**src/rtl/alu_pkg.sv**
```systemverilog
// Shared opcode, flag-index and FSM state definitions for the ALU pipe.
package alu_pkg;

  localparam logic [7:0] OP_AND  = 8'h01;
  localparam logic [7:0] OP_OR   = 8'h02;
  localparam logic [7:0] OP_XOR  = 8'h03;
  localparam logic [7:0] OP_NOT  = 8'h04;
  localparam logic [7:0] OP_ADD  = 8'h05;
  localparam logic [7:0] OP_ADDU = 8'h06;
  localparam logic [7:0] OP_ADDC = 8'h07;
  localparam logic [7:0] OP_RSH  = 8'h08;
  localparam logic [7:0] OP_SUB  = 8'h09;
  localparam logic [7:0] OP_CMP  = 8'h0B;
  localparam logic [7:0] OP_ALSH = 8'h0C;
  localparam logic [7:0] OP_MUL  = 8'h0E;
  localparam logic [7:0] OP_ARSH = 8'h0F;
  localparam logic [7:0] OP_LSH  = 8'h84;

  localparam int FLG_C = 0;
  localparam int FLG_L = 2;
  localparam int FLG_F = 5;
  localparam int FLG_Z = 6;
  localparam int FLG_N = 7;

  // implemented flag bits; the rest always read 0
  localparam logic [7:0] FLG_MASK = 8'b1110_0101;

  typedef enum logic [1:0] {IDLE, EXEC, MUL, HOLD} state_t;

endpackage

```
**src/rtl/alu_pipe_if.sv**
```systemverilog
// Request/response bundle between an ALU client and alu_pipe.
interface alu_pipe_if #(parameter int WIDTH = 16);
  logic             in_valid;
  logic             in_ready;
  logic [7:0]       opcode;
  logic [WIDTH-1:0] r1;
  logic [WIDTH-1:0] r2;
  logic             out_valid;
  logic             out_ready;
  logic [WIDTH-1:0] rout;
  logic [7:0]       flags;
  logic             illegal;

  modport master (
    output in_valid, opcode, r1, r2, out_ready,
    input  in_ready, out_valid, rout, flags, illegal
  );

  modport slave (
    input  in_valid, opcode, r1, r2, out_ready,
    output in_ready, out_valid, rout, flags, illegal
  );
endinterface

```
**src/rtl/alu_mul_seq.sv**
```systemverilog
// Shift-add multiplier: loads on start, runs exactly WIDTH steps, done on the last.
// product is valid in the cycle done is high (it is the post-final-step accumulator).
module alu_mul_seq #(
  parameter int WIDTH = 16
) (
  input  logic             clk,
  input  logic             rst_n,
  input  logic             start,
  input  logic [WIDTH-1:0] a,
  input  logic [WIDTH-1:0] b,
  output logic             done,
  output logic [WIDTH-1:0] product
);
  localparam int CW = $clog2(WIDTH);

  logic [WIDTH-1:0] mcand, mplier, acc, acc_nxt;
  logic [CW-1:0]    cnt;
  logic             busy;

  assign acc_nxt = acc + (mplier[0] ? mcand : '0);
  assign done    = busy && (cnt == CW'(WIDTH-1));
  assign product = acc_nxt;

  // one partial product per cycle; reset drops any job in progress
  always_ff @(posedge clk) begin
    if (!rst_n) begin
      busy   <= 1'b0;
      cnt    <= '0;
      acc    <= '0;
      mcand  <= '0;
      mplier <= '0;
    end else if (start) begin
      busy   <= 1'b1;
      cnt    <= '0;
      acc    <= '0;
      mcand  <= a;
      mplier <= b;
    end else if (busy) begin
      acc    <= acc_nxt;
      mcand  <= mcand << 1;
      mplier <= mplier >> 1;
      cnt    <= cnt + CW'(1);
      if (done) busy <= 1'b0;
    end
  end
endmodule

```
**src/rtl/alu_pipe.sv**
```systemverilog
// Single-issue ALU with valid/ready in and out, persistent flags and an
// optional iterative multiplier. One operation in flight at a time.
module alu_pipe
  import alu_pkg::*;
#(
  parameter int WIDTH  = 16,
  parameter int MUL_EN = 1
) (
  input  logic       clk,
  input  logic       rst_n,
  alu_pipe_if.slave  bus
);
  localparam int MSB = WIDTH - 1;

  state_t           state;
  logic [7:0]       op_q;
  logic [WIDTH-1:0] a_q, b_q;
  logic [WIDTH-1:0] rout_q;
  logic [7:0]       flags_q;
  logic             illegal_q, in_ready_q, out_valid_q;

  logic             accept, is_mul;
  logic             mul_done;
  logic [WIDTH-1:0] mul_prod;

  assign accept = bus.in_valid && in_ready_q;
  assign is_mul = (MUL_EN != 0) && (bus.opcode == OP_MUL);

  assign bus.in_ready  = in_ready_q;
  assign bus.out_valid = out_valid_q;
  assign bus.rout      = rout_q;
  assign bus.flags     = flags_q & FLG_MASK;
  assign bus.illegal   = illegal_q;

  generate
    if (MUL_EN != 0) begin : g_mul
      alu_mul_seq #(.WIDTH(WIDTH)) u_mul (
        .clk     (clk),
        .rst_n   (rst_n),
        .start   (accept && is_mul),
        .a       (bus.r1),
        .b       (bus.r2),
        .done    (mul_done),
        .product (mul_prod)
      );
    end else begin : g_nomul
      assign mul_done = 1'b0;
      assign mul_prod = '0;
    end
  endgenerate

  logic [WIDTH-1:0] ex_res;
  logic [7:0]       ex_flags;
  logic             ex_ill, cin, sh_big;
  logic [WIDTH:0]   sum_add, sum_sub;

  // single-cycle datapath on the latched operands; carry-in is the C held since acceptance
  always_comb begin
    ex_res   = '0;
    ex_flags = flags_q;
    ex_ill   = 1'b0;
    cin      = (op_q == OP_ADDC) && flags_q[FLG_C];
    sum_add  = {1'b0, a_q} + {1'b0, b_q} + {{WIDTH{1'b0}}, cin};
    sum_sub  = {1'b0, a_q} + {1'b0, ~b_q} + {{WIDTH{1'b0}}, 1'b1};
    sh_big   = (a_q >= WIDTH'(WIDTH));
    case (op_q)
      OP_ADD, OP_ADDC: begin
        ex_res          = sum_add[MSB:0];
        ex_flags[FLG_C] = sum_add[WIDTH];
        ex_flags[FLG_F] = (a_q[MSB] == b_q[MSB]) && (sum_add[MSB] != a_q[MSB]);
      end
      OP_ADDU: ex_res = sum_add[MSB:0];
      OP_SUB: begin
        ex_res          = sum_sub[MSB:0];
        ex_flags[FLG_C] = sum_sub[WIDTH];
        ex_flags[FLG_F] = (a_q[MSB] != b_q[MSB]) && (sum_sub[MSB] != a_q[MSB]);
      end
      OP_CMP: begin
        ex_res          = sum_sub[MSB:0];
        ex_flags[FLG_Z] = (a_q == b_q);
        ex_flags[FLG_L] = (a_q < b_q);
        ex_flags[FLG_N] = ($signed(a_q) < $signed(b_q));
      end
      OP_AND:          ex_res = a_q & b_q;
      OP_OR:           ex_res = a_q | b_q;
      OP_XOR:          ex_res = a_q ^ b_q;
      OP_NOT:          ex_res = ~a_q;
      OP_LSH, OP_ALSH: ex_res = sh_big ? '0 : (b_q << a_q);
      OP_RSH:          ex_res = sh_big ? '0 : (b_q >> a_q);
      OP_ARSH:         ex_res = sh_big ? {WIDTH{b_q[MSB]}} : WIDTH'($signed(b_q) >>> a_q);
      default:         ex_ill = 1'b1;
    endcase
  end

  // control FSM; all outputs registered, flags only written on the EXEC edge
  always_ff @(posedge clk) begin
    if (!rst_n) begin
      state       <= IDLE;
      op_q        <= '0;
      a_q         <= '0;
      b_q         <= '0;
      rout_q      <= '0;
      flags_q     <= '0;
      illegal_q   <= 1'b0;
      out_valid_q <= 1'b0;
      in_ready_q  <= 1'b0;
    end else begin
      case (state)
        IDLE: begin
          if (accept) begin
            op_q       <= bus.opcode;
            a_q        <= bus.r1;
            b_q        <= bus.r2;
            in_ready_q <= 1'b0;
            state      <= is_mul ? MUL : EXEC;
          end else begin
            in_ready_q <= 1'b1;
          end
        end
        EXEC: begin
          rout_q      <= ex_res;
          flags_q     <= ex_flags;
          illegal_q   <= ex_ill;
          out_valid_q <= 1'b1;
          state       <= HOLD;
        end
        MUL: begin
          if (mul_done) begin
            rout_q      <= mul_prod;
            illegal_q   <= 1'b0;
            out_valid_q <= 1'b1;
            state       <= HOLD;
          end
        end
        HOLD: begin
          if (bus.out_ready) begin
            out_valid_q <= 1'b0;
            illegal_q   <= 1'b0;
            in_ready_q  <= 1'b1;
            state       <= IDLE;
          end
        end
        default: state <= IDLE;
      endcase
    end
  end
endmodule

```
**src/flat_wrapper.sv**
```systemverilog
// flat-port wrapper written by rule: the top's interface ports become plain ports
module alu_pipe_flat import alu_pkg::*;
#(
  parameter int WIDTH  = 16,
  parameter int MUL_EN = 1
)
  (clk, rst_n, bus_in_valid, bus_opcode, bus_r1, bus_r2, bus_out_ready, bus_in_ready, bus_out_valid, bus_rout, bus_flags, bus_illegal);
  alu_pipe_if #(.WIDTH(WIDTH)) bus_i ();
  input  logic clk;
  input  logic rst_n;
  input wire logic [$bits(bus_i.in_valid)-1:0] bus_in_valid;
  input wire logic [$bits(bus_i.opcode)-1:0] bus_opcode;
  input wire logic [$bits(bus_i.r1)-1:0] bus_r1;
  input wire logic [$bits(bus_i.r2)-1:0] bus_r2;
  input wire logic [$bits(bus_i.out_ready)-1:0] bus_out_ready;
  output wire logic [$bits(bus_i.in_ready)-1:0] bus_in_ready;
  output wire logic [$bits(bus_i.out_valid)-1:0] bus_out_valid;
  output wire logic [$bits(bus_i.rout)-1:0] bus_rout;
  output wire logic [$bits(bus_i.flags)-1:0] bus_flags;
  output wire logic [$bits(bus_i.illegal)-1:0] bus_illegal;
  assign bus_i.in_valid = bus_in_valid;
  assign bus_i.opcode = bus_opcode;
  assign bus_i.r1 = bus_r1;
  assign bus_i.r2 = bus_r2;
  assign bus_i.out_ready = bus_out_ready;
  assign bus_in_ready = bus_i.in_ready;
  assign bus_out_valid = bus_i.out_valid;
  assign bus_rout = bus_i.rout;
  assign bus_flags = bus_i.flags;
  assign bus_illegal = bus_i.illegal;
  alu_pipe #(.WIDTH(WIDTH), .MUL_EN(MUL_EN)) u_core (.clk(clk), .rst_n(rst_n), .bus(bus_i));
endmodule
```
**config.mk**
```make
export PLATFORM = sky130hd
export DESIGN_NAME = alu_pipe_flat
export DESIGN_NICKNAME = d
export VERILOG_FILES = /design/src/rtl/alu_pkg.sv /design/src/rtl/alu_pipe_if.sv /design/src/rtl/alu_mul_seq.sv /design/src/rtl/alu_pipe.sv /design/src/flat_wrapper.sv
export SDC_FILE = /design/constraint.sdc
export NUM_CORES = 1
export LEC_CHECK = 0
export BUFFER_PORTS_ARGS = -buffer_cell sky130_fd_sc_hd__buf_2
export CORE_MARGIN = 5
export CORE_UTILIZATION = 60
export CTS_CLUSTER_DIAMETER = 40
export DETAILED_ROUTE_END_ITERATION = 10
export HOLD_SLACK_MARGIN = 0.05
export PLACE_DENSITY = 0.84
export SLEW_MARGIN = 20
export SYNTH_ARGS = -nofsm -noshare
export SYNTH_HDL_FRONTEND = slang
export SYNTH_SLANG_ARGS = --single-unit
```
**constraint.sdc**
```tcl
create_clock -name clk -period 6.1 [get_ports clk]
set_clock_uncertainty 0.05 [all_clocks]
set_input_delay 1.525 -clock clk [delete_from_list [all_inputs] [get_ports clk]]
set_output_delay 1.525 -clock clk [all_outputs]
set_load 0.1 [all_outputs]
```
==> flow_summary.json, run 1 <==
{
  "synth_fa_ha_area_share_pct": 9.26,
  "rsz0062_at_grt": "false",
  "synth-xor-area-share_pct": 1.92,
  "fp.dieH_um": 139,
  "cp.required_ns": 6.40,
  "path_delay_family": "simple AND/OR/NAND/NOR gates",
  "synth-compound-area-share_pct": 26.2,
  "portBuffers": 67,
  "slew_headroom_pct": 30.0,
  "muxShareOfSynthArea_pct": 11.8,
  "cts_tree": "yes",
  "drive_gt1_share_pct": 11.7,
  "max_stage_delay_ns": 0.61,
  "synth_area_mm2": 0.0100,
  "cts-hold-fix-buffers": 0,
  "dp_hpwl_um": 27100,
  "ant_nets": 0,
  "synth_top_family_by_area": "compound AO/OA/AOI/OAI gates",
  "dieArea_mm2": 0.0194,
  "synth_cell_types": 76,
  "wl_per_cell_um": 23.3,
  "gp_congestion": 1.01,
  "fp.coreArea_mm2": 0.0165,
  "start_util_pct": 60.8,
  "fin_area_mm2": 0.0110,
  "total_power_w": 0.00387,
  "cts_buffers": 17,
  "cts-htree-levels": 4,
  "via_count": 10800,
  "worstPathCellList": "or4_1 > nor3b_2 > buf_4 > nand4_1 > fa_1 > fa_1 > nor2b_1 > o31ai_1 > a21oi_1 > a21o_1 > a21oi_1 > or4_1 > o41ai_1 > a211oi_1 > o22ai_1",
  "ys_warn_count": 0,
  "worstHoldPathType": "register to register",
  "post-route-period-util_pct": 66.7,
  "firstDrtPassIters": 6,
  "fmaxAchievable_mhz": 246,
  "powerDensity_mw_per_mm2": 352,
  "grt_pass1_vias": 9798,
  "syn2layout_area_growth_pct": 9.44,
  "io_pins": 71,
  "worst-path-buf-inv": 1,
  "grt_pass1_wl_um": 56400,
  "synthFlopType": "dfxtp_1",
  "final_nets": 1467,
  "criticalPathCategory": "register to register",
  "cts_root_buf": "clkbuf_16",
  "setup_viol": 0,
  "wirelength_um": 36900,
  "cellLeakagePower_nw": 4.16,
  "grt_antenna_before_repair": 0,
  "outcome": "complete, no violations",
  "cp_slowest_cell": "or4_1",
  "syn_avg_cell_area_um2": 7.48,
  "seq_area_frac_synth_pct": 23.7,
  "setup_tns_ns": 0,
  "fp-row-count": 47,
  "ir_drop_mv": 0.388,
  "synth_edf_count": 0,
  "die_w_um": 139,
  "synthSimpleGateAreaFrac_pct": 20.8,
  "cp-start-kind": "register",
  "syn_inst": 1344,
  "cts.clk_slew.worst_paths_ns": 0.06,
  "maxCapViolCount": 0,
  "post-route-min-period_ns": 4.07,
  "worst_slew_pin_slew_ns": 1.04,
  "synth_seq_cells": 119,
  "grt_usage_pct": 36.7,
  "drv_slew": 0,
  "diodes": 0,
  "overflow": 0,
  "clk_latency_ns": 0.42,
  "numClockSinks": 119,
  "cts_setup_buffers": 0,
  "dr.first_iter.drc_count": 1624,
  "async_flop_share_pct": 0,
  "arrival_ns": 4.37,
  "end_kind": "register",
  "worstPathMaxFanout": 10,
  "ctsResizeCount": 0,
  "routed_via_density": 6.81,
  "n_fill_cell": 1420,
  "clk_path_buf_depth": 2,
  "fin_util_pct": 66.5,
  "placed_cell_area_mm2": 0.0104,
  "grt_start_max_net_pins": 58,
  "route.detailed.drc": 0,
  "hold_viol_final": 0
}
-- Yosys cell counts (all sizes together), types with 7 or more instances --
master | instances | area share, %
nand4 | 7 | 0.44
o221ai | 9 | 0.78
nor3 | 40 | 2.0
nor4 | 7 | 0.44
o21a | 11 | 0.82
and3 | 8 | 0.50
mux2 | 7 | 0.78
mux4 | 16 | 3.6
a211oi | 49 | 3.7
nand2 | 165 | 6.2
o211ai | 15 | 1.1
a31oi | 12 | 0.75
a21o | 11 | 0.82
buf | 23 | 1.1
dfxtp | 119 | 24
clkbuf | 77 | 2.9
o21ai | 76 | 3.8
or4 | 7 | 0.56
and2 | 20 | 1.2
nor2 | 152 | 5.7
o22ai | 16 | 1.0
mux2i | 75 | 7.5
inv | 58 | 2.2
nor2b | 10 | 0.62
xor2 | 8 | 0.70
a21oi | 126 | 6.3
nand2b | 9 | 0.56
xnor2 | 14 | 1.2
a22oi | 7 | 0.52
nand3 | 18 | 0.90
o31ai | 13 | 0.97
ha | 68 | 8.5
-- through the flow --
stage | setup slack [ns] | cells | hold slack, ns
floorplan | 2.37 | 1346 | 0.415
global placement | 2.19 | 1552 | 0.415
detailed placement | 2.13 | 1552 | 0.415
CTS | 2.11 | 1584 | 0.425
global route | 1.81 | 1584 | 0.448
finish | 2.03 | 1584 | 0.429
-- final timing paths --
check	startpoint	slack, ns	to	cells past startpoint
worst min register to register	u_core.bus.illegal	0.43	u_core.bus.illegal	2
worst max register to register	u_core.op_q[4]	2.03	u_core.bus.rout[14]	15
worst max-delay path	u_core.op_q[4]	2.03	u_core.bus.rout[14]	15
worst min-delay path	u_core.bus.illegal	0.43	u_core.bus.illegal	2
-- kinds of logic (layout without fill, tap and decap cells) --
| family | Yosys count | after routing |
|---|---|---|
| compound gates | 408 | 408 |
| xor+xnor | 22 | 22 |
| fa+ha+maj | 72 | 72 |
| buf+inv | 159 | 177 |
| flops | 119 | 119 |
| mux | 98 | 98 |
| other cells | 1 | 3 |
| simple gates | 465 | 465 |
-- power breakdown --
part | switching, W | leakage (nW) | internal, W
clock | 0.000394 | 0.271 | 0.000587
combinational | 0.00135 | 2.92 | 0.000571
sequential | 0.000125 | 0.965 | 0.000851
-- registers in the layout, indices dropped and copies added (netlist names) --
register	flops
u_core.op_q	8
u_core.bus.in_ready	1
u_core.b_q	16
u_core.g_mul.u_mul.cnt	4
u_core.a_q	16
u_core.g_mul.u_mul.busy	1
u_core.g_mul.u_mul.mcand	16
u_core.bus.out_valid	1
u_core.g_mul.u_mul.mplier	16
u_core.flags_q	5
u_core.bus.illegal	1
u_core.state	2
u_core.g_mul.u_mul.acc	16
u_core.bus.rout	16
-- worst reg2reg max path, delay by kind of cell (launching register included) --
| family | cells | cell delay (ns) |
|---|---|---|
| and+or+nand+nor | 5 | 1.60 |
| AOI/OAI and AO/OA | 7 | 0.98 |
| adders and majority gates | 2 | 0.83 |
| DFF | 1 | 0.33 |
| buffers and inverters | 1 | 0.21 |
-- layer usage --
layer,track usage [%],up-vias,share of wire (%)
li1,-,4896,-
met1,51.6,4994,41
met2,55.2,779,43
met3,7.51,120,12
met4,14.4,0,4.4
met5,0,-,0
-- cells in the final DEF (no fill, tap or decap), types with 19 or more instances in the layout --
cell type  netlist  routed
nor3_1          39      38
a211oi_1        49      49
mux2i_1         75      75
buf_4            4      19
inv_1           56      56
dfxtp_1        119     116
nor2_1         152     152
o21ai_0         73      73
a21oi_1        126     126
buf_2            3      67
nand2_1        165     165
ha_1            68      68
and2_1          20      20
-- final cells by class --
class                      count  area [um^2]  area share (%)
inverter                      59          221            2.01
clock buffer                  20          457            4.15
tap                          220          275            2.50
sequential                   119         2390            21.7
multi-input combinational   1068         7060            64.2
clock inverter                12          120            1.09
timing repair buffer          86          478            4.35
Power figures use the tool's default switching activity.
==> run 2, diff against run 1 <==
==> constraint.sdc (replaced) <==
create_clock -name clk -period 3.78 [get_ports clk]
set_clock_uncertainty 0.05 [all_clocks]
set_input_delay 0.945 -clock clk [delete_from_list [all_inputs] [get_ports clk]]
set_output_delay 0.945 -clock clk [all_outputs]
set_load 0.1 [all_outputs]
==> run 2 against run 1 <==
The flow now finishes with violations (setup timing). Total power increased by 69%. Global-route usage grew 0.89 points. Worst setup slack worse by 2.0 ns. Combinational power up 76%. Fmax up 7.4%. Clock-buffer cell count shrank 2. Sequential power is 54% higher.
==> flow_summary.json, run 2 (synthesis results as in run 1) <==
{
  "outcome": "finished with violations",
  "violations": "setup timing",
  "p_switching_w": 0.00311,
  "grt_usage_pct": 37.6,
  "route.detailed.drc": 0,
  "setup_viol": 1,
  "final_nets": 1521,
  "clk_path_buf_depth": 2,
  "p_comb_share_pct": 51.5,
  "cts_root_buf": "clkbuf_16",
  "path_delay_family": "compound AO/OA/AOI/OAI gates",
  "hold_viol_final": 0,
  "min_path_cells": 2,
  "grt_pass1_wl_um": 58500,
  "area.sequential_mm2": 0.00239,
  "total_power_w": 0.00654,
  "max_stage_delay_ns": 0.63,
  "cts_buffers": 17,
  "fin_ws_ns": -0.00499,
  "post-route-min-period_ns": 3.78,
  "reg2reg_slack_ns": -0.005,
  "placed_cell_area_mm2": 0.0108,
  "drive_gt1_share_pct": 15.9,
  "worstPathMaxFanout": 17,
  "startpoint": "u_core.g_mul.u_mul.mplier[0]",
  "slew_headroom_pct": 30.7,
  "firstDrtPassIters": 6,
  "io_pins": 71,
  "whs_endpoint": "u_core.bus.out_valid",
  "cellLeakagePower_nw": 4.45,
  "rr_worst_depth": 10,
  "final_common_cell": "nand2_1",
  "maxCapViolCount": 0,
  "routed_via_density": 6.88,
  "seq_power_share_pct": 23.0,
  "cts-htree-levels": 4,
  "grt_pass1_vias": 10500,
  "ant_nets": 0,
  "rsz0062_at_grt": "true",
  "criticalPathCategory": "register to register",
  "clk_latency_ns": 0.42,
  "ir_drop_mv": 0.588,
  "fin_hold_ws_ns": 0.440,
  "worst-path-buf-inv": 0,
  "post-route-period-util_pct": 100,
  "wl_per_cell_um": 23.3,
  "dr.first_iter.drc_count": 1564,
  "grt_start_max_net_pins": 65,
  "cts.clk_slew.worst_paths_ns": 0.06,
  "overflow": 0,
  "worstPathCellList": "and2_1 > ha_1 > a2111oi_0 > o21ai_0 > a221o_1 > a2111oi_0 > o21bai_1 > xnor2_1 > o21ai_0 > a32o_1",
  "via_count": 11300,
  "netSwitchingFraction_pct": 47.7,
  "worstReg2RegEnd": "u_core.bus.rout[15]",
  "cp_slowest_cell": "a2111oi_0",
  "syn2layout_area_growth_pct": 14.5,
  "diodes": 0,
  "portBuffers": 67,
  "fin_area_mm2": 0.0115,
  "wirelength_um": 38200,
  "fmaxAchievable_mhz": 264,
  "end_kind": "register",
  "fp.dieH_um": 139,
  "p_clk_share_pct": 25.5,
  "r2r-start": "u_core.g_mul.u_mul.mplier[0]",
  "n_fill_cell": 1332,
  "die_w_um": 139,
  "place_ws_ns": -0.0262,
  "p_int_w": 0.00342,
  "start_util_pct": 60.8,
  "drv_slew": 0,
  "min_from": "u_core.bus.out_valid",
  "worstHoldPathType": "register to register",
  "dp_hpwl_um": 27500,
  "arrival_ns": 4.05,
  "powerDensity_mw_per_mm2": 568,
  "dieArea_mm2": 0.0194,
  "gp_congestion": 1.06,
  "layout_common_cells": "nand2_1, nor2_1, a21oi_1",
  "multi_input_area_mm2": 0.00712,
  "fp.coreArea_mm2": 0.0165,
  "grt_antenna_before_repair": 0,
  "cts-hold-fix-buffers": 0,
  "cp.required_ns": 4.04,
  "numClockSinks": 119,
  "fp-row-count": 47,
  "cp-start-kind": "register",
  "worst_slew_pin_slew_ns": 1.03,
  "cts_tree": "yes"
}
==> run 2: changes by cell type in the layout (fill, tap and decap cells not counted), moves of 2 or more <==
| cell | previous run | this run |
|---|---|---|
| a21oi_1 | 126 | 124 |
| clkbuf_8 | 2 | 0 |
| o21ai_0 | 73 | 71 |
| fa_2 | 0 | 2 |
| clkinvlp_4 | 4 | 2 |
| o21ai_1 | 3 | 5 |
| fa_1 | 4 | 2 |
| dfxtp_1 | 116 | 114 |
| inv_6 | 1 | 6 |
| buf_4 | 19 | 71 |
| or4_4 | 1 | 3 |
| dfxtp_2 | 3 | 5 |
| or4_1 | 6 | 4 |
==> run 2: power groups by stage <==
stage,registers [W],logic [W],clock network [W]
after detailed placement,0.00151,0.00319,0
final,0.00150,0.00337,0.00166
after floorplan,0.00185,0.00187,0
after CTS,0.00149,0.00323,0.00165
after global placement,0.00151,0.00317,0
after global routing,0.00151,0.00357,0.00171
==> run 2: worst reg2reg max path, cell delays in order (launching register included) <==
cell	delay (ns)
dfxtp_2	0.54
and2_1	0.20
ha_1	0.31
a2111oi_0	0.63
o21ai_0	0.35
a221o_1	0.45
a2111oi_0	0.43
o21bai_1	0.15
xnor2_1	0.23
o21ai_0	0.13
a32o_1	0.21
==> run 2: through the flow <==
step | TNS, ns | cells | util [%]
finish | -0.00499 | 1638 | 69.6
global route | -0.492 | 1638 | 69.6
CTS | 0 | 1638 | 69.2
detailed placement | -0.0374 | 1603 | 65.4
global placement | 0 | 1603 | 65.4
floorplan | 0 | 1346 | -
==> run 2: final cells by class <==
cell class,instances,area share (%)
Timing Repair Buffer,140,7.82
Inverter,59,1.93
Multi-Input combinational cell,1068,61.9
Tap cell,220,2.39
Sequential cell,119,20.8
Clock buffer,18,3.73
Clock inverter,14,1.41
==> run 2: what timing repair did <==
| item | 4_1_cts | 5_1_grt |
|---|---|---|
| setup buffers | 3 | 1 |
| setup endpoints to repair | 2 | 8 |
| resized for setup | 3 | 17 |
| pin swaps | 8 | 10 |
==> run 2: worst max-delay path by stage <==
stage	to	slack, ns	cells after the start
2_1_floorplan	u_core.bus.rout[14]	0.05	15
3_3_place_gp	u_core.flags_q[0]	0.03	14
3_5_place_dp	u_core.bus.rout[14]	-0.03	14
4_1_cts	u_core.flags_q[0]	0.01	14
5_1_grt	u_core.flags_q[0]	-0.16	14
6_report	u_core.bus.rout[15]	-0.005	10
==> run 2: layer usage <==
| metal | vias up | routed length (um) | GRT usage (%) | part of all wire [%] |
|---|---|---|---|---|
| li1 | 4995 | - | - | - |
| met1 | 5243 | 14800 | 49.4 | 39 |
| met2 | 848 | 16000 | 55.0 | 42 |
| met3 | 186 | 5000 | 11.6 | 13 |
| met4 | 0 | 2340 | 20.3 | 6.1 |
| met5 | - | 0 | 0 | 0 |
==> run 3, diff against run 2 <==
--- a/config.mk
+++ b/config.mk
@@ -5,6 +5,7 @@
 export SDC_FILE = /design/constraint.sdc
 export NUM_CORES = 1
 export LEC_CHECK = 0
+export ABC_AREA = 1
 export BUFFER_PORTS_ARGS = -buffer_cell sky130_fd_sc_hd__buf_2
 export CORE_MARGIN = 5
 export CORE_UTILIZATION = 60
==> run 3 against run 2 <==
The flow now finishes without violations. Worst setup slack improved by 0.31 ns. Via count is 3.2% higher. Register-to-register slack gained 0.31 ns. Sequential share of layout area rose by 0.51 points. Cell count up 15%. Largest power group unchanged. Critical path type unchanged.
==> flow_summary.json, run 3 <==
{
  "overflow": 0,
  "final_cells": 1885,
  "wl_per_cell_um": 19.7,
  "worst_slew_pin_slew_ns": 0.947,
  "synth_area_leaders": "dfxtp_1, nand2_1, ha_1, nand3_1, a21oi_1",
  "area.sequential_mm2": 0.00238,
  "rsz0062_at_grt": "false",
  "via_count": 11600,
  "synth_most_common_cell": "nand2_1",
  "p_comb_share_pct": 56.5,
  "cts_buffers": 17,
  "cp_slowest_cell": "fa_1",
  "slew_headroom_pct": 36.8,
  "outcome": "complete, no violations",
  "p_int_w": 0.00373,
  "gp_congestion": 1.05,
  "synth_cell_types": 62,
  "fp.coreArea_mm2": 0.0166,
  "syn_avg_cell_area_um2": 6.26,
  "post-route-period-util_pct": 91.8,
  "criticalPathCategory": "register to register",
  "grt.busiest_layer": "met2",
  "fp-row-count": 47,
  "worstPathCellList": "nor2_2 > nand3_4 > nor3_4 > nand3_1 > fa_1 > fa_1 > o21ai_0 > a21oi_1 > o21ai_2 > nand3_1 > a21oi_2 > nor2_1 > nor2_1 > nand2_1 > nand2_1 > nand3_1 > nand2_1 > inv_1",
  "cts.clk_slew.worst_paths_ns": 0.06,
  "grt_usage_pct": 36.9,
  "synthTopCellsByCount": "nand2_1, inv_1, nand3_1, a21oi_1, dfxtp_1",
  "cp.required_ns": 4.06,
  "worstPathMaxFanout": 7,
  "p_clk_share_pct": 22.7,
  "synthFlopType": "dfxtp_1",
  "fmaxAchievable_mhz": 288,
  "cts_setup_buffers": 0,
  "route.detailed.drc": 0,
  "dr.first_iter.drc_count": 1588,
  "max_stage_delay_ns": 0.45,
  "worstHoldPathType": "register to register",
  "hold_viol_final": 0,
  "post-route-min-period_ns": 3.47,
  "grt_pass1_wl_um": 57600,
  "diodes": 0,
  "async_flop_share_pct": 0,
  "final_common_cell": "nand2_1",
  "layout_common_cells": "nand2_1, inv_1, nand3_1",
  "final_nets": 1768,
  "synth_seq_cells": 119,
  "p_switching_w": 0.00400,
  "grt_use_met3_pct": 7.67,
  "fin_ws_ns": 0.309,
  "die_w_um": 140,
  "syn2layout_area_growth_pct": 10.4,
  "grt_pass1_vias": 10600,
  "wirelength_um": 37100,
  "seq_area_frac_synth_pct": 23.5,
  "clk_latency_ns": 0.43,
  "netSwitchingFraction_pct": 51.8,
  "drv_slew": 0,
  "fp.dieH_um": 140,
  "seq_power_share_pct": 20.8,
  "end_kind": "register",
  "dieArea_mm2": 0.0196,
  "cts_tree": "yes",
  "clk_path_buf_depth": 2,
  "synth_top_cell_by_area": "dfxtp_1",
  "numClockSinks": 119,
  "powerDensity_mw_per_mm2": 690,
  "placed_cells": 1853,
  "synth_edf_count": 0,
  "maxCapViolCount": 0,
  "gr-usage-met2_pct": 55.0,
  "dp_hpwl_um": 28400,
  "multi_input_area_mm2": 0.00670,
  "fin_area_mm2": 0.0112,
  "cellLeakagePower_nw": 5.21,
  "setup_viol": 0,
  "ant_nets": 0,
  "ctsResizeCount": 1,
  "ir_drop_mv": 0.486,
  "setup_tns_ns": 0,
  "arrival_ns": 3.75,
  "cts-hold-fix-buffers": 0,
  "syn_inst": 1620,
  "worst-path-buf-inv": 1,
  "cp-start-kind": "register",
  "ys_warn_count": 0,
  "place_ws_ns": 0.0490,
  "grt_antenna_before_repair": 0,
  "io_pins": 71,
  "grt_start_max_net_pins": 54,
  "start_util_pct": 61.2,
  "n_fill_cell": 1491,
  "drive_gt1_share_pct": 12.1,
  "synth_top_area_share_pct": 23.5,
  "firstDrtPassIters": 7,
  "portBuffers": 67,
  "routed_via_density": 6.17,
  "cts-htree-levels": 4,
  "placed_cell_area_mm2": 0.0106,
  "path_delay_family": "simple AND/OR/NAND/NOR gates",
  "met1_usage_pct": 49.8,
  "cts_root_buf": "clkbuf_16",
  "synth_area_mm2": 0.0101
}
## run 3: worst reg2reg max path, cell delays in order (launching register included)
cell and delay [ns]:
dfxtp_1 0.33, nor2_2 0.19, nand3_4 0.15, nor3_4 0.20, nand3_1 0.13, fa_1 0.45
fa_1 0.43, o21ai_0 0.19, a21oi_1 0.16, o21ai_2 0.22, nand3_1 0.16, a21oi_2 0.19
nor2_1 0.06, nor2_1 0.15, nand2_1 0.07, nand2_1 0.05, nand3_1 0.07, nand2_1 0.09
inv_1 0.03
## run 3: layout make-up
class	instances	share of cell area, %
well taps	220	2.46
inverters	177	5.97
flip-flops and latches	119	21.3
multi-input cells	1243	59.9
repair buffers	94	4.80
clock inverters	12	1.56
clock buffers	20	4.08
## run 3: final timing paths
| kind | from | to | slack [ns] | cells after the start |
|---|---|---|---|---|
| hold reg to reg | u_core.g_mul.u_mul.mplier[15] | u_core.g_mul.u_mul.mplier[15] | 0.42 | 2 |
| setup reg to reg | u_core.op_q[4] | u_core.bus.rout[14] | 0.31 | 18 |
| hold / removal | u_core.g_mul.u_mul.mplier[15] | u_core.g_mul.u_mul.mplier[15] | 0.42 | 2 |
| setup / recovery | u_core.op_q[4] | u_core.bus.rout[14] | 0.31 | 18 |
## run 3: cell families after synthesis
| kind of cell | count (synthesis) | synth area share [%] |
|---|---|---|
| adder cells (fa/ha/maj) | 72 | 9.18 |
| AO/OA/AOI/OAI | 375 | 21.0 |
| buffers and inverters | 260 | 10.6 |
| flip-flops | 119 | 23.5 |
| XOR/XNOR | 18 | 1.55 |
| other | 1 | 0.0370 |
| AND/OR/NAND/NOR | 775 | 34.1 |
## run 3: power groups by stage
stage / logic, W / registers, W / clock network, W
global route: 0.00470 / 0.00162 / 0.00182
CTS: 0.00421 / 0.00160 / 0.00175
detailed placement: 0.00419 / 0.00162 / 0
finish: 0.00436 / 0.00161 / 0.00175
floorplan: 0.00284 / 0.00195 / 0
global placement: 0.00420 / 0.00162 / 0
## run 3: per-layer routing
layer  share of wire (%)  vias to the layer above  routed length (um)
li1                    -                     5457                   -
met1                  39                     5184               14400
met2                  43                      826               15800
met3                  12                      165                4450
met4                 6.6                        0                2440
met5                   0                        -                   0
## run 3: through the flow
step | hold WS [ns] | utilization (%) | power, W
after global routing | 0.449 | 67.5 | 0.00814
after floorplan | 0.391 | - | 0.00479
after global placement | 0.402 | 63.6 | 0.00582
final | 0.418 | 67.5 | 0.00772
after detailed placement | 0.411 | 63.6 | 0.00581
after CTS | 0.420 | 67.5 | 0.00756
